[config.mk]
export PLATFORM = sky130hd
export DESIGN_NAME = seq_divider_32_flat
export DESIGN_NICKNAME = d
export VERILOG_FILES = /design/src/rtl/seq_divider_32_if.sv /design/src/rtl/seq_divider_32.sv /design/src/flat_wrapper.sv
export SDC_FILE = /design/constraint.sdc
export NUM_CORES = 1
export LEC_CHECK = 0
export CELL_PAD_IN_SITES_DETAIL_PLACEMENT = 1
export CELL_PAD_IN_SITES_GLOBAL_PLACEMENT = 1
export CORE_UTILIZATION = 44
export CTS_BUF_LIST = sky130_fd_sc_hd__clkbuf_4 sky130_fd_sc_hd__clkbuf_8 sky130_fd_sc_hd__clkbuf_16
export CTS_CLUSTER_DIAMETER = 40
export DETAILED_ROUTE_END_ITERATION = 12
export PLACE_DENSITY_LB_ADDON = 0.1
export SLEW_MARGIN = 10
export SYNTH_ARGS = -nofsm -noshare
export SYNTH_HDL_FRONTEND = slang
export SYNTH_SLANG_ARGS = --single-unit
export TNS_END_PERCENT = 20
[constraint.sdc]
create_clock -name clk -period 3.7 [get_ports clk]
set_input_delay 0.925 -clock clk [delete_from_list [all_inputs] [get_ports clk]]
set_output_delay 0.925 -clock clk [all_outputs]
set_load 0.05 [all_outputs]
[src/rtl/seq_divider_32_if.sv]
`default_nettype none
// ============================================================================
// Module   : seq_divider_32_if
// Desc     : Start/operand/result bundle between the controller and divider.
// Revision : 1.0
// ============================================================================
interface seq_divider_32_if #(
    parameter int WIDTH = 32
);
    logic             start;
    logic             is_signed;
    logic [WIDTH-1:0] dividend;
    logic [WIDTH-1:0] divisor;
    logic             busy;
    logic             done;
    logic [WIDTH-1:0] quotient;
    logic [WIDTH-1:0] remainder;
    logic             div_by_zero;

    modport master (
        output start, is_signed, dividend, divisor,
        input  busy, done, quotient, remainder, div_by_zero
    );

    modport slave (
        input  start, is_signed, dividend, divisor,
        output busy, done, quotient, remainder, div_by_zero
    );
endinterface
`default_nettype wire

[src/rtl/seq_divider_32.sv]
`default_nettype none
// ============================================================================
// Module   : seq_divider_32
// Desc     : Restoring shift-subtract divider, one quotient bit per clock,
//            signed (truncating) or unsigned, fixed latency.
// Revision : 1.0
// ============================================================================
module seq_divider_32 #(
    parameter int WIDTH = 32
) (
    input  logic             clk,
    input  logic             rst_n,
    seq_divider_32_if.slave  bus
);
    localparam int                c_cnt_w    = $clog2(WIDTH);
    localparam logic [c_cnt_w-1:0] c_last_iter = c_cnt_w'(WIDTH - 1);

    typedef enum logic [1:0] {
        S_IDLE = 2'd0,
        S_CALC = 2'd1,
        S_FIX  = 2'd2,
        S_DONE = 2'd3
    } state_t;

    state_t               r_state;
    state_t               w_next_state;
    logic                 w_busy;
    logic                 w_done;

    logic                 r_signed;
    logic                 r_sign_n;
    logic                 r_sign_d;
    logic                 r_zero;
    logic [WIDTH-1:0]     r_dvs;
    logic [WIDTH-1:0]     r_dividend_raw;
    logic [WIDTH-1:0]     r_rem;
    logic [WIDTH-1:0]     r_q;
    logic [c_cnt_w-1:0]   r_count;
    logic [WIDTH-1:0]     r_quotient;
    logic [WIDTH-1:0]     r_remainder;
    logic                 r_dbz;

    logic [WIDTH-1:0]     w_dividend_abs;
    logic [WIDTH-1:0]     w_divisor_abs;
    logic [WIDTH:0]       w_shift;
    logic [WIDTH:0]       w_trial;

    assign w_dividend_abs = (bus.is_signed && bus.dividend[WIDTH-1]) ? -bus.dividend : bus.dividend;
    assign w_divisor_abs  = (bus.is_signed && bus.divisor[WIDTH-1])  ? -bus.divisor  : bus.divisor;

    // The partial remainder stays below the divisor, so WIDTH bits hold it;
    // the extra top bit only exists in the shifted/trial values.
    assign w_shift = {r_rem, r_q[WIDTH-1]};
    assign w_trial = w_shift - {1'b0, r_dvs};

    always_ff @(posedge clk or negedge rst_n) begin
        if (!rst_n) begin
            r_state <= S_IDLE;
        end else begin
            r_state <= w_next_state;
        end
    end

    always_comb begin
        w_next_state = r_state;
        w_busy       = 1'b0;
        w_done       = 1'b0;
        case (r_state)
            S_IDLE: if (bus.start) w_next_state = S_CALC;
            S_CALC: begin
                w_busy = 1'b1;
                if (r_count == c_last_iter) w_next_state = S_FIX;
            end
            S_FIX: begin
                w_busy       = 1'b1;
                w_next_state = S_DONE;
            end
            S_DONE: begin
                w_done       = 1'b1;
                w_next_state = S_IDLE;
            end
            default: w_next_state = S_IDLE;
        endcase
    end

    always_ff @(posedge clk or negedge rst_n) begin
        if (!rst_n) begin
            r_signed       <= 1'b0;
            r_sign_n       <= 1'b0;
            r_sign_d       <= 1'b0;
            r_zero         <= 1'b0;
            r_dvs          <= '0;
            r_dividend_raw <= '0;
            r_rem          <= '0;
            r_q            <= '0;
            r_count        <= '0;
            r_quotient     <= '0;
            r_remainder    <= '0;
            r_dbz          <= 1'b0;
        end else begin
            case (r_state)
                S_IDLE: begin
                    if (bus.start) begin
                        r_signed       <= bus.is_signed;
                        r_sign_n       <= bus.dividend[WIDTH-1];
                        r_sign_d       <= bus.divisor[WIDTH-1];
                        r_zero         <= (bus.divisor == '0);
                        r_dvs          <= w_divisor_abs;
                        r_dividend_raw <= bus.dividend;
                        r_rem          <= '0;
                        r_q            <= w_dividend_abs;
                        r_count        <= '0;
                        r_dbz          <= 1'b0;
                    end
                end
                S_CALC: begin
                    r_rem   <= w_trial[WIDTH] ? w_shift[WIDTH-1:0] : w_trial[WIDTH-1:0];
                    r_q     <= {r_q[WIDTH-2:0], ~w_trial[WIDTH]};
                    r_count <= r_count + c_cnt_w'(1);
                end
                S_FIX: begin
                    if (r_zero) begin
                        r_quotient  <= '1;
                        r_remainder <= r_dividend_raw;
                        r_dbz       <= 1'b1;
                    end else if (r_signed) begin
                        r_quotient  <= (r_sign_n ^ r_sign_d) ? -r_q : r_q;
                        r_remainder <= r_sign_n ? -r_rem : r_rem;
                    end else begin
                        r_quotient  <= r_q;
                        r_remainder <= r_rem;
                    end
                end
                default: ;
            endcase
        end
    end

    assign bus.busy        = w_busy;
    assign bus.done        = w_done;
    assign bus.quotient    = r_quotient;
    assign bus.remainder   = r_remainder;
    assign bus.div_by_zero = r_dbz;

endmodule
`default_nettype wire

[src/flat_wrapper.sv]
// flat-port wrapper written by rule: the top's interface ports become plain ports
module seq_divider_32_flat 
#(
    parameter int WIDTH = 32
)
  (clk, rst_n, bus_start, bus_is_signed, bus_dividend, bus_divisor, bus_busy, bus_done, bus_quotient, bus_remainder, bus_div_by_zero);
  seq_divider_32_if #(.WIDTH(WIDTH)) bus_i ();
  input  logic clk;
  input  logic rst_n;
  input wire logic [$bits(bus_i.start)-1:0] bus_start;
  input wire logic [$bits(bus_i.is_signed)-1:0] bus_is_signed;
  input wire logic [$bits(bus_i.dividend)-1:0] bus_dividend;
  input wire logic [$bits(bus_i.divisor)-1:0] bus_divisor;
  output wire logic [$bits(bus_i.busy)-1:0] bus_busy;
  output wire logic [$bits(bus_i.done)-1:0] bus_done;
  output wire logic [$bits(bus_i.quotient)-1:0] bus_quotient;
  output wire logic [$bits(bus_i.remainder)-1:0] bus_remainder;
  output wire logic [$bits(bus_i.div_by_zero)-1:0] bus_div_by_zero;
  assign bus_i.start = bus_start;
  assign bus_i.is_signed = bus_is_signed;
  assign bus_i.dividend = bus_dividend;
  assign bus_i.divisor = bus_divisor;
  assign bus_busy = bus_i.busy;
  assign bus_done = bus_i.done;
  assign bus_quotient = bus_i.quotient;
  assign bus_remainder = bus_i.remainder;
  assign bus_div_by_zero = bus_i.div_by_zero;
  seq_divider_32 #(.WIDTH(WIDTH)) u_core (.clk(clk), .rst_n(rst_n), .bus(bus_i));
endmodule
# ---- After elaboration in Yosys (flattened, before gate mapping)
# Index checks and enable logic that the tools add are counted.
dict set report word_totals {
  register_bits 204
  latchBits 0
  ram_bits 0
  mem_bits_ro 0
  input_bits 68
  out_inout_bits 67
  elab_cells 62
  n_memories 0
}
dict set report classes {
  addsub 6
  n_mul 0
  div 0
  order_cmp 0
  n_eq_ne 7
  shifts 0
  muxes 23
  n_bitwise 2
  reduce_logical 11
}
# op count
set op_table {}
lappend op_table {{$mux 32} 11}
lappend op_table {{$neg 32->32} 4}
lappend op_table {{$pmux 32 s2} 2}
lappend op_table {{$sub 33x32->33} 1}
lappend op_table {{$logic_not 32->1} 1}
lappend op_table {{$pmux 5 s2} 1}
lappend op_table {{$pmux 2 s4} 1}
lappend op_table {{$reduce_and 2->1} 3}
lappend op_table {{$add 5x1->5 const B} 1}
lappend op_table {{$eq 5x5->1 const B} 1}
lappend op_table {{$mux 5} 1}
lappend op_table {{$eq 2x2->1 const B} 2}
lappend op_table {{$mux 1} 4}
lappend op_table {{$mux 2} 2}
lappend op_table {{$ne 2x1->1 const B} 2}
lappend op_table {{$reduce_bool 2->1} 2}
lappend op_table {{$reduce_and 3->1} 1}
lappend op_table {{$eq 2x1->1 const B} 1}
lappend op_table {{$logic_and 1x1->1} 2}
lappend op_table {{$logic_not 2->1} 1}
lappend op_table {{$ne 2x2->1 const B} 1}
lappend op_table {{$pmux 1 s2} 1}
lappend op_table {{$reduce_or 2->1} 1}
lappend op_table {{$not 1->1} 1}
lappend op_table {{$xor 1x1->1} 1}

# ---- Longest topological paths before layout
dict set report depth {
  ltp_word 4
  depth_mapped 15
  mapped_depth_nobuf 12
}

# ---- Worst setup path before layout
# OpenSTA, ideal clock, no wires.
dict set report synth_path {
  path_type {register to register}
  from {reg u_core.r_rem[4]}
  to {reg u_core.r_rem[22]}
  setup_ps 126
  t_arrival_ps 3030
  required_time_ps 3574
  setup_slack_ps 544
  stages_incl_launch_ff 14
  path_buffers 3
  synth_period_minus_slack_ps 3156
  cell_sequence {dfrtp_1 ha_1 a21o_1 or3_1 o221a_4 a41oi_4 o211ai_2 a21o_1 a21o_1 buf_6 and2_4 buf_6 buf_6 a221o_1}
}
dict set report synth_between {
  elab_chain_len 3
}
# element line_no
set synth_rtl {}
lappend synth_rtl {{start: declaration} seq_divider_32.sv:36} ;# logic [WIDTH-1:0] r_rem;
lappend synth_rtl {{start signal: assignment} seq_divider_32.sv:117} ;# r_rem <= w_trial[WIDTH] ? w_shift[WIDTH-1:0] : w_trial[WIDTH-1:0];
lappend synth_rtl {{$sub 33x32->33} seq_divider_32.sv:54} ;# assign w_trial = w_shift - {1'b0, r_dvs};
lappend synth_rtl {{$mux 32} seq_divider_32.sv:117}
lappend synth_rtl {{$pmux 32 s2} seq_divider_32.sv:101} ;# case (r_state)
# No other way between the ends.
# A chain may end at the register's enable or synchronous reset.

# ---- Worst setup path after layout
dict set report layout_path {
  from {reg u_core.r_rem[4]}
  to {reg u_core.r_rem[18]}
}
# Same word-level chain as after synthesis.

==> flow_summary.ini <==
[grt]
grt_overflow_total = 0
track_usage_pct = 25.8
grt_max_degree = 88
grt_pass1_vias = 12000
antenna_found_initial = 1
grt_pass1_wl_microns = 63100

[placed_design]
place_congestion = 0.847
dpl.hpwl_microns = 28000
io_buffer_count = 134
dp_cells = 1975
placed_cell_area_sq_um = 14900

[final_layout]
nets = 1739
regArea_sq_um = 5080
fin_area_sq_um = 16200
fin_cells = 2037
diodes = 0
multi_input_area_sq_um = 7360
area_growth_pct = 24.4
fillers = 3380
drive_gt1_share_pct = 11.6

[logic_synthesis]
netlist_area_sq_um = 13000
synthCells = 1497
ys.flop_type = dfrtp_1
synthMostInstantiatedCell = dfrtp_1
yosysUniqueCellTypes = 74
async_reset_ff_share_pct = 100
synth_common_cells = dfrtp_1 (203), nand2_1 (186), a21oi_1 (145), nor2_1 (135), o21ai_0 (129)
synth_area_leaders = dfrtp_1 (39%), xnor2_1 (6.3%), a21oi_1 (5.6%), nand2_1 (5.4%), mux2_2 (5.4%)
ys_ff_latch = 203
avgSynthCellArea_sq_um = 8.67
ys_seq_area_share_pct = 39.1
ys_warn_count = 0
synth_edf_count = 0
synth_top_area_share_pct = 39.1
synth_fp_nets = 1608
yosysTopAreaCell = dfrtp_1

[flow_run]
cap_violations = 0

[critical_path]
r2r-end = u_core.r_rem[18]
worstPathArrival_ns = 3.78
end_kind = flip-flop
crit_type = reg2reg
timing.rr.start = u_core.r_rem[4]
r2r_setup_slack_ns = 0.28
cp.required_ns = 4.06
start_kind = flip-flop
ff2ff_path_depth = 10
worst-path-max-fanout = 5

[die]
io_pins = 135
initial_core_util_pct = 45.0
rows = 62
die_width_microns = 174
chipHeight_microns = 174
dieArea_sq_um = 30200
core_area_sq_um = 28900

[clocking]
cts_resized = 0
h-tree-depth = 2
insertion_delay_ns = 0.52
ctsHoldBuffers = 0
clk_pin_slew_ns = 0.05
cts_setup_buffers = 0
clockBufferDepth = 3
cts_buffers = 35
tritoncts = built
root_buffer = clkbuf_16
clkSinkCount = 203

[sta]
drv_slew = 0
tightest_slew_ns = 1.08
fin_crit_ns = 3.42
finalCritPeriodShare_pct = 92.4
fin_worst_skew_ns = 0.0243
setup_viol_count_final = 0
slew_headroom_pct = 27.8
timing.fmax_mhz = 293
rsz0062_at_grt = false
hold_viol = 0

[routing]
drc = 0
drt_iter0_drc = 595
finalWirelength_microns = 38100
ant_nets = 0
firstDrtPassIters = 5
via_count = 11500
avgRoutedWirePerCell_microns = 18.7
viasPerCell = 5.64

[pwr]
power.leakage_nw = 6.91
totalPowerFinal_mw = 17.5
irDropWorstVdd_mv = 0.351
power_density_nw_per_um2 = 1080

[min_path]
hold_class = in2async

[status]
status = finished clean
[per-stage QoR]
step           hold WS [ns]  setup slack [ns]  TNS (ns)  utilization [%]
2_1_floorplan         0.450             0.544         0                -
4_1_cts               0.383             0.274         0             56.0
5_1_grt               0.412            0.0653         0             56.0
3_5_place_dp          0.470            -0.220    -0.220             51.7
3_3_place_gp          0.463            -0.249    -0.249             51.7
6_report              0.376             0.282         0             56.0
[sequential cells by signal, summed over array words and instances, names as in the netlist]
register / flops
u_core.r_zero: 1
u_core.r_dividend_raw: 32
u_core.r_dvs: 32
u_core.r_signed: 1
u_core.r_count: 5
u_core.r_rem: 32
u_core.bus.remainder: 32
u_core.r_q: 32
u_core.bus.div_by_zero: 1
u_core.r_state: 2
u_core.r_sign_d: 1
u_core.bus.quotient: 32
[where the power goes]
group	switching, mW	total, mW	internal (mW)
sequential	0.992	4.23	3.23
clock	1.13	3.39	2.25
combinational	5.92	9.89	3.97
[worst max-delay path, stage by stage, from the launching register on]
cell      delay (ns)
dfrtp_1         0.45
ha_1            0.40
a21o_1          0.22
or3_1           0.35
o221a_4         0.26
or4b_1          0.48
a41o_1          0.29
a31oi_1         0.32
nor3_1          0.08
o311ai_1        0.30
o221ai_1        0.14
[layer usage]
metal / wire length (microns) / vias up / share of wire [%] / global-route usage (%)
met4: 1170 / 0 / 3.1 / 9.54
met3: 1370 / 72 / 3.6 / 3.62
li1: - / 5567 / - / -
met1: 16800 / 5633 / 44 / 32.5
met5: 0 / - / 0 / 0
met2: 18800 / 218 / 49 / 44.9
[layout by cell type (no fill, tap or decap), types with 49 or more instances in the layout]
cell type and instances:
a21oi_1 145, clkdlybuf4s50_1 133, nand2_1 185, xnor2_1 94, dfrtp_1 202, inv_1 58
xor2_1 49, mux2_2 62, nor2_1 135, o21ai_0 129
[worst max path at each step]
stage	start	end	slack, ns	cells past startpoint
detailed placement	bus_dividend[4]	u_core.r_q[31]	-0.22	10
finish	u_core.r_rem[4]	u_core.r_rem[18]	0.28	10
global placement	bus_dividend[4]	u_core.r_q[31]	-0.25	10
global route	u_core.r_rem[4]	u_core.r_rem[18]	0.07	10
CTS	u_core.r_rem[4]	u_core.r_rem[18]	0.27	10
floorplan	u_core.r_rem[4]	u_core.r_rem[22]	0.54	13
[cell families after synthesis]
| family | after synthesis | share of synthesized area, % |
|---|---|---|
| compound gates | 417 | 19.7 |
| xor+xnor | 143 | 9.65 |
| fa+ha+maj | 43 | 4.20 |
| buf+inv | 145 | 4.39 |
| flops | 203 | 39.1 |
| mux | 74 | 6.30 |
| simple gates | 472 | 16.6 |
[cell type report]
class	instances	share of cell area [%]
sequential	203	31.5
multi-input combinational	1149	45.6
timing repair buffer	181	11.0
clock inverter	15	1.26
tap	384	2.97
clock buffer	47	6.43
inverter	58	1.35
Power figures use the tool's default switching activity.
